[src/rtl/boot_loader_m.sv]
// Framed byte-stream loader: hunts for sync, takes a big-endian address and length, writes the
// payload into RAM over the shared bus, then releases the CPU only if the 8-bit checksum matches.
module boot_loader_m #(
    parameter int unsigned ADDR_WIDTH = 16,
    parameter logic [7:0]  SYNC_BYTE  = 8'hA5
) (
    input  logic                  clk,
    input  logic                  reset,
    input  logic                  i_start,
    input  logic                  i_in_valid,
    input  logic [7:0]            i_in_data,
    output logic                  o_in_ready,
    output logic                  o_bus_req,
    output logic [ADDR_WIDTH-1:0] o_mem_addr,
    output logic [7:0]            o_mem_wdata,
    output logic                  o_mem_we,
    output logic                  o_cpu_run,
    output logic                  o_done,
    output logic                  o_error
);

    typedef enum logic [3:0] {
        StIdle, StSync, StAddrH, StAddrL, StLenH, StLenL, StData, StCsum, StDone, StError
    } state_t;

    state_t                r_state;
    state_t                w_next;
    logic                  w_accept;
    logic                  w_arm;
    logic [ADDR_WIDTH-1:0] w_len;
    logic [ADDR_WIDTH-1:0] r_addr;
    logic [ADDR_WIDTH-1:0] r_cnt;
    logic [7:0]            r_csum;
    logic                  r_mem_we;
    logic [ADDR_WIDTH-1:0] r_mem_addr;
    logic [7:0]            r_mem_wdata;

    assign w_accept = i_in_valid && o_in_ready;
    assign w_arm    = i_start && (r_state inside {StIdle, StDone, StError});
    // Full length as it will be once the low byte lands this cycle.
    assign w_len    = r_cnt | ADDR_WIDTH'(i_in_data);

    always_ff @(posedge clk or posedge reset) begin
        if (reset) begin
            r_state <= StIdle;
        end else begin
            r_state <= w_next;
        end
    end

    always_comb begin
        w_next = r_state;
        unique case (r_state)
            StIdle, StDone, StError: if (i_start) w_next = StSync;
            StSync:  if (w_accept && i_in_data == SYNC_BYTE) w_next = StAddrH;
            StAddrH: if (w_accept) w_next = StAddrL;
            StAddrL: if (w_accept) w_next = StLenH;
            StLenH:  if (w_accept) w_next = StLenL;
            StLenL:  if (w_accept) w_next = (w_len == '0) ? StCsum : StData;
            StData:  if (w_accept && r_cnt == ADDR_WIDTH'(1)) w_next = StCsum;
            StCsum:  if (w_accept) w_next = (i_in_data == r_csum) ? StDone : StError;
            default: w_next = StIdle;
        endcase
    end

    always_comb begin
        o_in_ready = 1'b0;
        o_bus_req  = 1'b0;
        o_done     = 1'b0;
        o_error    = 1'b0;
        o_cpu_run  = 1'b0;
        unique case (r_state)
            StSync, StAddrH, StAddrL, StLenH, StLenL, StData, StCsum: begin
                o_in_ready = 1'b1;
                o_bus_req  = 1'b1;
            end
            StDone: begin
                o_done    = 1'b1;
                o_cpu_run = 1'b1;
            end
            StError: o_error = 1'b1;
            default: ;
        endcase
    end

    always_ff @(posedge clk or posedge reset) begin
        if (reset) begin
            r_addr      <= '0;
            r_cnt       <= '0;
            r_csum      <= '0;
            r_mem_we    <= 1'b0;
            r_mem_addr  <= '0;
            r_mem_wdata <= '0;
        end else begin
            r_mem_we <= 1'b0;
            if (w_arm) r_csum <= '0;
            if (w_accept) begin
                unique case (r_state)
                    StAddrH: r_addr <= ADDR_WIDTH'({i_in_data, 8'h00});
                    StAddrL: r_addr <= r_addr | ADDR_WIDTH'(i_in_data);
                    StLenH:  r_cnt  <= ADDR_WIDTH'({i_in_data, 8'h00});
                    StLenL:  r_cnt  <= w_len;
                    StData: begin
                        r_mem_we    <= 1'b1;
                        r_mem_addr  <= r_addr;
                        r_mem_wdata <= i_in_data;
                        r_addr      <= r_addr + ADDR_WIDTH'(1);
                        r_csum      <= r_csum + i_in_data;
                        r_cnt       <= r_cnt - ADDR_WIDTH'(1);
                    end
                    default: ;
                endcase
            end
        end
    end

    assign o_mem_we    = r_mem_we;
    assign o_mem_addr  = r_mem_addr;
    assign o_mem_wdata = r_mem_wdata;

endmodule
[config.mk]
export PLATFORM = sky130hd
export DESIGN_NAME = boot_loader_m
export DESIGN_NICKNAME = d
export VERILOG_FILES = /design/src/rtl/boot_loader_m.sv
export SDC_FILE = /design/constraint.sdc
export NUM_CORES = 1
export LEC_CHECK = 0
export BUFFER_PORTS_ARGS = -buffer_cell sky130_fd_sc_hd__buf_2
export CAP_MARGIN = 20
export CELL_PAD_IN_SITES_DETAIL_PLACEMENT = 0
export CELL_PAD_IN_SITES_GLOBAL_PLACEMENT = 1
export CORE_AREA = 8 8 76 144
export CTS_CLUSTER_SIZE = 16
export DETAILED_ROUTE_END_ITERATION = 8
export DIE_AREA = 0 0 84 152
export PLACE_DENSITY = 0.86
export SLEW_MARGIN = 20
export SYNTH_ARGS = -nofsm -noshare
export SYNTH_HDL_FRONTEND = slang
export SYNTH_SLANG_ARGS = --single-unit
export TNS_END_PERCENT = 100
[constraint.sdc]
create_clock -name clk -period 2.6 [get_ports clk]
set_clock_uncertainty 0.05 [all_clocks]
set_input_delay 0.65 -clock clk [delete_from_list [all_inputs] [get_ports clk]]
set_output_delay 0.65 -clock clk [all_outputs]
set_load 0.01 [all_outputs]
==> impl_metrics.toml <==
[synth]
yosysWarnings = 0
synth_edf_count = 0
ys_seq_elements = 69
syn_area_sq_um = 3880
syn_inst = 463
synth_top_family_by_area = "simple AND/OR/NAND/NOR gates"
syn-mean-instance-area_sq_um = 8.39
synth.area.mux_share = 0.00258
synth_area_leaders = "dfrtp_1 44%, nand2_1 10%, o21ai_0 5.2%, a21oi_1 4.4%, nor2_1 3.4%"
synth-adder-area-share = 0.0374
synth_simple_gate_area_share = 0.262
yosysUniqueCellTypes = 54
synth_top_area_cell = "dfrtp_1"
yosysSeqAreaShare = 0.445
synth_compound_area_frac = 0.198
async_reset_ff_frac = 1.00
syn_nets = 486
synth_xor_area_frac = 0.00902
synth_top_area_share = 0.445
synth_ff_type = "dfrtp_1"

[clock_tree]
cts_tree = "yes"
cts-buffers-inserted = 9
cts_max_path_buffers = 2
cts_setup_buffers = 0
clk_latency_ns = 0.33
cts_resized = 0
clk_pin_slew_worst_paths_ns = 0.06
cts-hold-fix-buffers = 0
cts.sinks = 69
htreeDepth = 3
cts_root_buffer = "clkbuf_16"

[global_route]
grt_first_pass_wirelength_mm = 19.3
antenna_found_initial = 0
grt_usage = 0.188
grt_overflow_total = 0
grt_pass1_vias = 3706
grt_start_max_net_pins = 35

[critical_path]
max_stage_delay_ns = 0.58
cp.buffers_inverters = 1
setup.worst_path.end = "o_in_ready"
worst_ep_required_time_ns = 1.90
critPathKind = "reg -> out"
crit_slowest_cell = "dfrtp_1"
end_kind = "output pin"
worstReg2RegStart = "r_cnt[3]"
crit_chain = "nor3_1 -> nor2_1 -> buf_2"
worstPathMaxFanout = 18
cp_num_cells = 3
rrSetupSlack_ns = 0.30
startpoint = "r_state[0]"
crit_path_start_kind = "flop"
crit_family = "flip-flops"
rr_worst_depth = 6
r2r_end = "r_state[0]"
arrival_ns = 1.65

[layout]
final_common_cell = "nand2_1"
layout.cells.non_filler = 618
drive_gt1_frac = 0.176
fin_area_sq_um = 4590
finalNetCount = 534
antenna_cells = 0
area_delta_synth_final_pct = 18.3
final_cell_mix = "103 x nand2_1, 69 x dfrtp_1, 41 x buf_2"

[placement]
io_buffers = 41
hpwl_mm = 8.71
routabilityCongestion = 0.948
placedInstanceArea_sq_um = 4280
dp_cells = 602

[min_path]
hold_path_class = "in -> async"

[power]
swShare = 0.422
pwr-share-clk = 0.219
switchingPower_uw = 2530
p_leak_uw = 0.00213
internal-power_uw = 3460
irDropWorstVdd_v = 0.000472
powerDensity_nw_per_um2 = 1300
power_frac_seq = 0.348
combPwrFrac = 0.433

[timing]
finalCritPeriodShare = 0.903
tightest_slew_ns = 0.833
setup_viol = 0
rsz0062_at_grt = "false"
period_minus_slack_ns = 2.35
maxSlewHeadroom = 0.442
hold_violations = 0
max_freq_mhz = 426
tns_ns = 0
slew_viol_final = 0

[routing]
first_pass_iters = 4
routed_via_density = 6.01
routed_wl_mm = 11.8
vias = 3715
wl_per_cell_um = 19.1
drc = 0
ant_nets = 0
first_iter_violations = 216

[die]
dieArea_sq_um = 12800
die_h_um = 152
io_pins = 42
die_w_um = 84
fp-row-count = 49
initial_utilization = 0.431
core_sq_um = 9010

[outcome]
status = "finished clean"

[flow_run]
cap_viol_max_count = 0
[Yosys cell counts (5+ instances only)]
cell type and instances:
nand3_1 15, ha_1 10, o22ai_1 9, buf_2 11
and3_1 5, clkbuf_1 14, nor4_1 8, a21oi_1 34
nor2_1 35, dfrtp_1 69, nor3_1 14, o21ai_0 40
inv_1 15, nand2_1 103
[per-stage QoR]
stage,setup WS [ns],util,power [uW],hold slack (ns)
finish,0.253,0.510,5980,0.245
floorplan,0.160,-,3810,0.402
global placement,0.0616,0.475,4590,0.403
detailed placement,0.0197,0.475,4680,0.407
CTS,0.244,0.510,6010,0.256
global route,0.205,0.510,6440,0.275
[cell type report]
class                      instances  area, sq um
fill                             880         4420
multi-input combinational        352         1980
sequential                        69         1730
timing repair buffer              64          390
clock buffer                      10          229
tap                              102          128
clock inverter                     6         87.6
inverter                          15         56.3
[power groups by stage]
stage	combinational, uW	clock [uW]	sequential [uW]
floorplan	1820	0	1990
global placement	2520	0	2070
detailed placement	2590	0	2090
CTS	2610	1320	2070
global route	2910	1380	2150
finish	2590	1310	2080
[cell families after synthesis]
group	Yosys count
AO/OA/AOI/OAI	124
XOR/XNOR	4
adder cells (fa/ha/maj)	11
buffers and inverters	42
flip-flops	69
multiplexers	1
AND/OR/NAND/NOR	212
[worst register-to-register path, cell delays in order, from the launching register on]
cell and delay, ns:
dfrtp_1 0.42, or3_1 0.48, or2_4 0.32, nor4_1 0.41, nand3_1 0.20, a21oi_1 0.18, a32o_1 0.17
[worst min-delay path by stage]
stage                                end  slack [ns]  cells after the start
after floorplan           o_mem_addr[15]        0.40                      2
after global placement    o_mem_addr[14]        0.40                      2
after detailed placement  o_mem_wdata[5]        0.41                      2
after CTS                      r_cnt[10]        0.26                      2
after global routing      o_mem_wdata[5]        0.28                      2
final                          r_cnt[10]        0.24                      2
[per-layer routing]
metal / share of wire / vias up / track usage
met5: 0 / - / 0
met4: 0.070 / 0 / 0.144
met3: 0.049 / 61 / 0.0369
met2: 0.53 / 137 / 0.327
met1: 0.35 / 1775 / 0.190
li1: - / 1742 / -
[registers in the layout (all words and copies together) (netlist names)]
register,flops
r_cnt,16
o_mem_we,1
r_addr,16
o_mem_addr,16
o_mem_wdata,8
r_csum,8
r_state,4
(Power assumes the default switching activity.)
